--- config.mk ---
export PLATFORM = sky130hd
export DESIGN_NAME = inst_fetch_unit_flat
export DESIGN_NICKNAME = d
export VERILOG_FILES = /design/src/rtl/inst_fetch_unit_pkg.sv /design/src/rtl/inst_fetch_unit_if.sv /design/src/rtl/inst_fetch_unit_hw_stack.sv /design/src/rtl/inst_fetch_unit.sv /design/src/flat_wrapper.sv
export SDC_FILE = /design/constraint.sdc
export NUM_CORES = 1
export LEC_CHECK = 0
export ABC_AREA = 1
export BUFFER_PORTS_ARGS = -buffer_cell sky130_fd_sc_hd__buf_2
export CORE_AREA = 2 2 72 74
export CTS_CLUSTER_SIZE = 16
export DETAILED_ROUTE_END_ITERATION = 12
export DIE_AREA = 0 0 74 76
export HOLD_SLACK_MARGIN = 0.03
export PLACE_DENSITY = 0.95
export SYNTH_ARGS = -nofsm -noshare
export SYNTH_HDL_FRONTEND = slang
export SYNTH_HIERARCHICAL = 1
export SYNTH_SLANG_ARGS = --single-unit
--- constraint.sdc ---
create_clock -name clk -period 3.5 [get_ports clk]
set_clock_uncertainty 0.15 [all_clocks]
set_input_delay 0.35 -clock clk [delete_from_list [all_inputs] [get_ports clk]]
set_output_delay 0.35 -clock clk [all_outputs]
set_load 0.005 [all_outputs]
--- src/rtl/inst_fetch_unit_pkg.sv ---
// Shared encodings for the fetch side: Q-states, execute states, stack commands,
// instruction width and the 12-bit NOP word.
package inst_fetch_unit_pkg;

  localparam int FE_STATE_BITS = 2;
  localparam int EX_STATE_BITS = 4;
  localparam int INST_WIDTH    = 12;

  localparam logic [INST_WIDTH-1:0] I_NOP_12 = 12'h000;

  typedef enum logic [FE_STATE_BITS-1:0] {
    FE_Q1 = 2'd0,
    FE_Q2 = 2'd1,
    FE_Q3 = 2'd2,
    FE_Q4 = 2'd3
  } feState_t;

  typedef enum logic [EX_STATE_BITS-1:0] {
    EX_Q1       = 4'd0,
    EX_Q2       = 4'd1,
    EX_Q3       = 4'd2,
    EX_Q4_NOP   = 4'd3,
    EX_Q4_GOTO  = 4'd4,
    EX_Q4_CALL  = 4'd5,
    EX_Q4_RETLW = 4'd6,
    EX_Q4_FSZ   = 4'd7,
    EX_Q4_BTFSX = 4'd8,
    EX_Q4_OTHER = 4'd9
  } exState_t;

  // Code 2'b11 is deliberately left unnamed; consumers treat it as NOP.
  typedef enum logic [1:0] {
    STK_NOP  = 2'b00,
    STK_PUSH = 2'b01,
    STK_POP  = 2'b10
  } stkCmd_t;

endpackage

--- src/rtl/inst_fetch_unit_if.sv ---
// Control-unit / program-ROM side bus of the instruction fetch unit.
interface inst_fetch_unit_if
  import inst_fetch_unit_pkg::*;
#(
  parameter int PC_WIDTH = 11
);

  feState_t                fetchState;
  exState_t                executeState;
  logic [1:0]              stackCommand;
  logic                    skipReq;
  logic [PC_WIDTH-10:0]    pageSel;
  logic                    pclWe;
  logic [7:0]              pclData;
  logic [INST_WIDTH-1:0]   romData;
  logic [PC_WIDTH-1:0]     romAddr;
  logic [INST_WIDTH-1:0]   instOut;
  logic [1:0]              stackDepth;
  logic                    stackErr;

  modport master (
    output fetchState, executeState, stackCommand, skipReq, pageSel, pclWe, pclData, romData,
    input  romAddr, instOut, stackDepth, stackErr
  );

  modport slave (
    input  fetchState, executeState, stackCommand, skipReq, pageSel, pclWe, pclData, romData,
    output romAddr, instOut, stackDepth, stackErr
  );

endinterface

--- src/rtl/inst_fetch_unit_hw_stack.sv ---
// Two-level hardware return stack with saturating depth and sticky over/underflow flag.
module hw_stack
  import inst_fetch_unit_pkg::*;
#(
  parameter int WIDTH = 11,
  parameter int DEPTH = 2
) (
  input  logic             clk,
  input  logic             rst_n,
  input  logic             en,
  input  logic [1:0]       cmd,
  input  logic [WIDTH-1:0] pushData,
  output logic [WIDTH-1:0] top,
  output logic [1:0]       depth,
  output logic             err
);

  localparam logic [1:0] FULL = 2'(DEPTH);

  logic [WIDTH-1:0] stk0, stk1;

  always_ff @(posedge clk or negedge rst_n) begin
    if (!rst_n) begin
      stk0  <= '0;
      stk1  <= '0;
      depth <= '0;
      err   <= 1'b0;
    end else if (en) begin
      case (cmd)
        STK_PUSH: begin
          stk1 <= stk0;
          stk0 <= pushData;
          if (depth == FULL) err <= 1'b1;
          else               depth <= depth + 2'd1;
        end
        STK_POP: begin
          // stk1 is kept, so popping past one level keeps returning the bottom entry.
          stk0 <= stk1;
          if (depth == 2'd0) err <= 1'b1;
          else               depth <= depth - 2'd1;
        end
        default: ;
      endcase
    end
  end

  assign top = stk0;

endmodule

--- src/rtl/inst_fetch_unit.sv ---
// Program counter, instruction register, next-PC selection and flush for the fetch stage.
module inst_fetch_unit
  import inst_fetch_unit_pkg::*;
#(
  parameter int                  PC_WIDTH     = 11,
  parameter logic [PC_WIDTH-1:0] RESET_VECTOR = '1,
  parameter int                  STACK_DEPTH  = 2
) (
  input  logic               clk,
  input  logic               rst_n,
  inst_fetch_unit_if.slave   bus
);

  logic [PC_WIDTH-1:0]   pc, pcNext, pcInc, stackTop;
  logic [INST_WIDTH-1:0] ir, irNext;
  logic                  q4;

  assign q4    = (bus.fetchState == FE_Q4);
  assign pcInc = pc + PC_WIDTH'(1);

  // Priority: jumps > PCL write > skip > sequential fetch.
  always_comb begin
    pcNext = pcInc;
    irNext = bus.romData;
    if (bus.executeState == EX_Q4_GOTO) begin
      pcNext = {bus.pageSel, ir[8:0]};
      irNext = I_NOP_12;
    end else if (bus.executeState == EX_Q4_CALL) begin
      pcNext = {bus.pageSel, 1'b0, ir[7:0]};
      irNext = I_NOP_12;
    end else if (bus.executeState == EX_Q4_RETLW) begin
      pcNext = stackTop;
      irNext = I_NOP_12;
    end else if (bus.pclWe) begin
      pcNext = {bus.pageSel, 1'b0, bus.pclData};
      irNext = I_NOP_12;
    end else if (bus.skipReq &&
                 (bus.executeState == EX_Q4_FSZ || bus.executeState == EX_Q4_BTFSX)) begin
      irNext = I_NOP_12;
    end
  end

  always_ff @(posedge clk or negedge rst_n) begin
    if (!rst_n) begin
      pc <= RESET_VECTOR;
      ir <= I_NOP_12;
    end else if (q4) begin
      pc <= pcNext;
      ir <= irNext;
    end
  end

  hw_stack #(
    .WIDTH (PC_WIDTH),
    .DEPTH (STACK_DEPTH)
  ) uStack (
    .clk      (clk),
    .rst_n    (rst_n),
    .en       (q4),
    .cmd      (bus.stackCommand),
    .pushData (pc),
    .top      (stackTop),
    .depth    (bus.stackDepth),
    .err      (bus.stackErr)
  );

  assign bus.romAddr = pc;
  assign bus.instOut = ir;

endmodule

--- src/flat_wrapper.sv ---
// flat-port wrapper written by rule: the top's interface ports become plain ports
module inst_fetch_unit_flat import inst_fetch_unit_pkg::*;
#(
  parameter int                  PC_WIDTH     = 11,
  parameter logic [PC_WIDTH-1:0] RESET_VECTOR = '1,
  parameter int                  STACK_DEPTH  = 2
)
  (clk, rst_n, bus_fetchState, bus_executeState, bus_stackCommand, bus_skipReq, bus_pageSel, bus_pclWe, bus_pclData, bus_romData, bus_romAddr, bus_instOut, bus_stackDepth, bus_stackErr);
  inst_fetch_unit_if #(.PC_WIDTH(PC_WIDTH)) bus_i ();
  input  logic clk;
  input  logic rst_n;
  input wire logic [$bits(bus_i.fetchState)-1:0] bus_fetchState;
  input wire logic [$bits(bus_i.executeState)-1:0] bus_executeState;
  input wire logic [$bits(bus_i.stackCommand)-1:0] bus_stackCommand;
  input wire logic [$bits(bus_i.skipReq)-1:0] bus_skipReq;
  input wire logic [$bits(bus_i.pageSel)-1:0] bus_pageSel;
  input wire logic [$bits(bus_i.pclWe)-1:0] bus_pclWe;
  input wire logic [$bits(bus_i.pclData)-1:0] bus_pclData;
  input wire logic [$bits(bus_i.romData)-1:0] bus_romData;
  output wire logic [$bits(bus_i.romAddr)-1:0] bus_romAddr;
  output wire logic [$bits(bus_i.instOut)-1:0] bus_instOut;
  output wire logic [$bits(bus_i.stackDepth)-1:0] bus_stackDepth;
  output wire logic [$bits(bus_i.stackErr)-1:0] bus_stackErr;
  assign bus_i.fetchState = bus_fetchState;
  assign bus_i.executeState = bus_executeState;
  assign bus_i.stackCommand = bus_stackCommand;
  assign bus_i.skipReq = bus_skipReq;
  assign bus_i.pageSel = bus_pageSel;
  assign bus_i.pclWe = bus_pclWe;
  assign bus_i.pclData = bus_pclData;
  assign bus_i.romData = bus_romData;
  assign bus_romAddr = bus_i.romAddr;
  assign bus_instOut = bus_i.instOut;
  assign bus_stackDepth = bus_i.stackDepth;
  assign bus_stackErr = bus_i.stackErr;
  inst_fetch_unit #(.PC_WIDTH(PC_WIDTH), .RESET_VECTOR(RESET_VECTOR), .STACK_DEPTH(STACK_DEPTH)) u_core (.clk(clk), .rst_n(rst_n), .bus(bus_i));
endmodule
# Yosys cells after proc, flatten, opt, wreduce, memory -nomap -nowiden
# Index checks and enable logic that the tools add are counted.
# classes
reduce_logical	8
eq_ne	13
add_sub_neg	3
muxes	16
# op_table
op	n
$mux 12	5
$mux 11	4
$pmux 11 s2	1
$eq 4x3->1 const B	4
$add 11x1->11 const B	1
$ne 2x2->1 const B	4
$reduce_and 4->1	2
$eq 2x2->1 const B	3
$eq 4x4->1 const B	1
$mux 2	2
$pmux 2 s2	1
$reduce_and 2->1	2
$add 2x1->2 const B	1
$eq 2x1->1 const B	1
$logic_not 2->1	1
$mux 1	2
$pmux 1 s2	1
$reduce_bool 2->1	1
$sub 2x1->2 const B	1
$logic_and 1x1->1	1
$logic_or 1x1->1	1
# word_totals
wordCells	46
output_inout_bits	26
register_bits	48
input_bits	34

# Depth between registers and ports, before layout
# depth
ltp_word	8
ltp_mapped	12
ltp_nobuf	11

# Modules after synthesis
# Netlist, hierarchy kept.
# by_module_without_submodules
mod	n_inst	seq_area_each_um2	cells_each	area_each_um2
inst_fetch_unit	1	589.3	233	1587.8
hw_stack	1	625.6	132	1188.6

# Worst setup path after synthesis
# No wires, ideal clock.
# synth_path
path_kind	register to register
start	register u_core.pc[0] (netlist: u_core/bus.romAddr[0])
end	register u_core.pc[10] (netlist: u_core/bus.romAddr[10])
arrival_time_ns	1.384
t_required_ns	3.274
path_buffers	0
setup_ns	0.076
period_less_slack_ns	1.610
path_stages_with_launch	11
path_slack_ns	1.890
cell_sequence	dfstp_2 ha_1 nand3_1 nor2_1 nand2_1 nand2_1 nand3_1 nand2_1 nand2_1 nand2_1 nand2_1
# synth_via
elab_chain_cells	5
# synth_lines
element	line	rtl
start, declared	inst_fetch_unit.sv:14	logic [PC_WIDTH-1:0] pc, pcNext, pcInc, stackTop;
start signal, assigned	inst_fetch_unit.sv:48	pc <= pcNext;
$add 11x1->11	inst_fetch_unit.sv:19	assign pcInc = pc + PC_WIDTH'(1);
$mux 11	inst_fetch_unit.sv:34	end else if (bus.pclWe) begin
$mux 11	inst_fetch_unit.sv:31	end else if (bus.executeState == EX_Q4_RETLW) begin
$mux 11	inst_fetch_unit.sv:28	end else if (bus.executeState == EX_Q4_CALL) begin
$mux 11	inst_fetch_unit.sv:25	if (bus.executeState == EX_Q4_GOTO) begin
# Every way passes these cells.
# A chain may end at the register's enable or synchronous reset.

# Worst setup path after layout
# layout_path
start	input bus_fetchState[0]
end	register u_core.uStack.depth[1]
# layout_via
elab_chain_cells	2
# layout_lines
element	line	rtl
start, declared	flat_wrapper.sv:12	input wire logic [$bits(bus_i.fetchState)-1:0] bus_fetchState;
$eq 2x2->1	inst_fetch_unit.sv:18	assign q4 = (bus.fetchState == FE_Q4);
$reduce_and 4->1 (no source line)	-	
end signal, assigned	inst_fetch_unit_hw_stack.sv:34	else depth <= depth + 2'd1;
end signal, assigned	inst_fetch_unit_hw_stack.sv:40	else depth <= depth - 2'd1;
end, declared	inst_fetch_unit_hw_stack.sv:14	output logic [1:0] depth,
# Every way passes these cells.

==> reports/qor.yml <==
route:
  vias_per_cell: 5.33
  num_vias: 2607
  postRouteAntennaNets: 0
  drt_wl_total_um: 6590
  initialDrtViolationCount: 280
  post_drt_wl_per_cell_um: 13.5
  dr.pass1.iters: 6
  route.detailed.drc: 0
final_layout:
  fin_nets: 457
  drive_above_1_share_pct: 25.8
  syn_to_final_growth_pct: 14.3
  fill_cells: 405
  diodes: 0
worst_setup_path:
  path_class: "in2reg"
  reg2reg_depth: 10
  crit_path_top_delay_cell: "nand2_1"
  worstPathRequired_ns: 3.54
  crit_path_start_kind: "primary input"
  path_max_fanout: 25
  crit_top_cell: "nand2_1"
  critical_path_arrival_ns: 1.96
  critPathMaxStageDelay_ns: 0.51
  cp.depth: 10
  crit_family: "simple AND/OR/NAND/NOR gates"
  end_kind: "flip-flop"
  path_buf_inv: 4
  path_cells: "buf_2 > nand2_1 > buf_4 > inv_2 > nand2_1 > nand2_1 > nand3_1 > inv_1 > nand2_1 > nand2_1"
global_routing:
  track_usage_pct: 24.6
  grt_max_degree: 49
  grt_pass1_vias: 2483
  gr-total-overflow: 0
  grt_pass1_wl_um: 11000
  antenna_found_initial: 0
min_path:
  hp-class: "in2async"
placement:
  dp_hpwl_um: 4630
  portBuffers: 59
  pre_cts_ws_ns: 1.31
  gp_congestion: 0.895
timing:
  slew_viol_final: 0
  fmax_ghz: 0.523
  setup_tns_ns: 0
  tightest_slew_ns: 1.05
  period_share_pct: 54.6
  slew_headroom_pct: 30.0
  period_minus_slack_ns: 1.91
  layout_setup_ws_ns: 1.59
  hold_viol: 0
  rsz0062_at_grt: "false"
  setup_viol: 0
clocking:
  clkTransAtPathRegs_ns: 0.08
  cts_sinks: 48
  postCtsHoldBufs: 0
  clk_latency_ns: 0.30
  post_cts_buffers: 0
  cts_buffer_depth: 2
  cts_max_level: 2
  cts_tree: "yes"
  cts_buffers: 5
  root_buffer: "clkbuf_8"
  cts-resized-gates: 0
run:
  max_cap_violations: 0
die:
  ios: 60
  placeableCoreArea_mm2: 0.00491
  dieArea_mm2: 0.00562
  die_y_um: 76
  num_rows: 26
  initial_core_util_pct: 56.5
  die_x_um: 74
synthesis:
  avgSynthCellArea_um2: 7.61
  syn_inst: 365
  ys_warn_count: 6
  synth-seq-cells: 48
  yosysUniqueCellTypes: 29
  syn_area_mm2: 0.00278
  synth_nets: 404
  ys_seq_area_share_pct: 43.8
power:
  power_uw: 1560
  p_leak_uw: 0.00169
  ir_drop_mv: 0.292
  pwr_density_cell_mw_per_mm2: 492
status:
  status: "finished, final reports clean"
-- metrics by stage --
stage / hold WS [ns] / cell area, um2 / utilization [%] / cells
6_report: 0.0847 / 3170 / 64.6 / 489
2_1_floorplan: -0.0956 / 2780 / - / 365
4_1_cts: 0.119 / 3170 / 64.6 / 489
3_3_place_gp: 0.306 / 3080 / 62.7 / 481
3_5_place_dp: 0.318 / 3080 / 62.7 / 481
5_1_grt: 0.136 / 3170 / 64.6 / 489
-- flip-flops by register name (all words and copies together) (netlist names) --
signal and count:
u_core/bus.instOut 12, u_core/bus.romAddr 11, u_core/uStack/stk1 11, u_core/uStack/top 11, u_core/uStack/depth 2, u_core/uStack/err 1
-- cells in the mapped netlist (all sizes together) --
cell	n	share of area (%)
nor2	34	5.0
ha	5	2.3
a21oi	19	3.4
o22ai	17	6.5
a41oi	1	0.32
inv	60	8.1
nand2	101	14
xnor2	3	0.95
o21ai	37	7.2
buf	8	2.2
dfrtp	37	33
o21bai	1	0.27
nand4	1	0.23
nand3	23	4.8
o211ai	1	0.27
dfstp	11	10
clkbuf	6	0.90
-- final timing paths --
check	startpoint	end	slack, ns
min in group clk	bus_romData[1]	u_core/bus.instOut[1]$_DFFE_PN0P_	0.14
worst min register to register	u_core/uStack/err$_DFFE_PN0P_	u_core/uStack/err$_DFFE_PN0P_	0.34
worst max-delay path	bus_fetchState[0]	u_core/uStack/depth[1]$_DFFE_PN0P_	1.59
worst min-delay path	rst_n	u_core/uStack/top[7]$_DFFE_PN0P_	0.08
worst max register to register	u_core/bus.romAddr[0]$_DFFE_PN1P_	u_core/bus.romAddr[10]$_DFFE_PN1P_	1.63
max in group asynchronous	rst_n	u_core/bus.instOut[1]$_DFFE_PN0P_	2.47
-- layout by cell type (no fill, tap or decap) --
master / n
dfrtp_1: 37
nand3_4: 1
nand2_2: 1
nor2_1: 31
inv_2: 7
a21oi_1: 19
buf_2: 59
nor2_4: 1
nand3_2: 1
o22ai_2: 12
ha_1: 5
dfstp_2: 11
buf_4: 1
o21ai_1: 10
o22ai_1: 5
xnor2_1: 3
o211ai_1: 1
o21ai_0: 23
clkbuf_8: 6
nand2_1: 100
nor2_2: 2
nand3_1: 21
a41oi_1: 1
o21bai_1: 1
inv_1: 53
clkinv_2: 2
nand4_1: 1
o21ai_2: 4
-- kinds of logic (layout without fill, tap and decap cells) --
family	after synthesis	in the layout	synth area share [%]
fa+ha+maj	5	5	2.25
xor+xnor	3	3	0.947
buf+inv	74	128	11.2
compound gates	76	76	18.0
flops	48	48	43.8
simple gates	159	159	23.8
-- final cells by class --
type                       instances  area, um2  area share, %
inverter                          60        225           7.10
clock buffer                       6       82.6           2.60
clock inverter                     2       10.0          0.315
timing repair buffer              60        303           9.54
tap                               70       87.6           2.76
sequential                        48       1210           38.3
multi-input combinational        243       1250           39.4
-- power by group --
part	switching (uW)	total, uW	leakage, uW	internal [uW]
logic	237	417	0.00106	180
clock network	181	339	0.0000510	158
registers	113	805	0.000585	692
-- routing by layer --
layer	vias to the layer above	global-route usage, %	wire (um)
li1	1263	-	-
met1	1201	34.6	2840
met2	130	38.6	3080
met3	13	4.50	550
met4	0	7.64	125
met5	-	0	0
(Power assumes the default switching activity.)
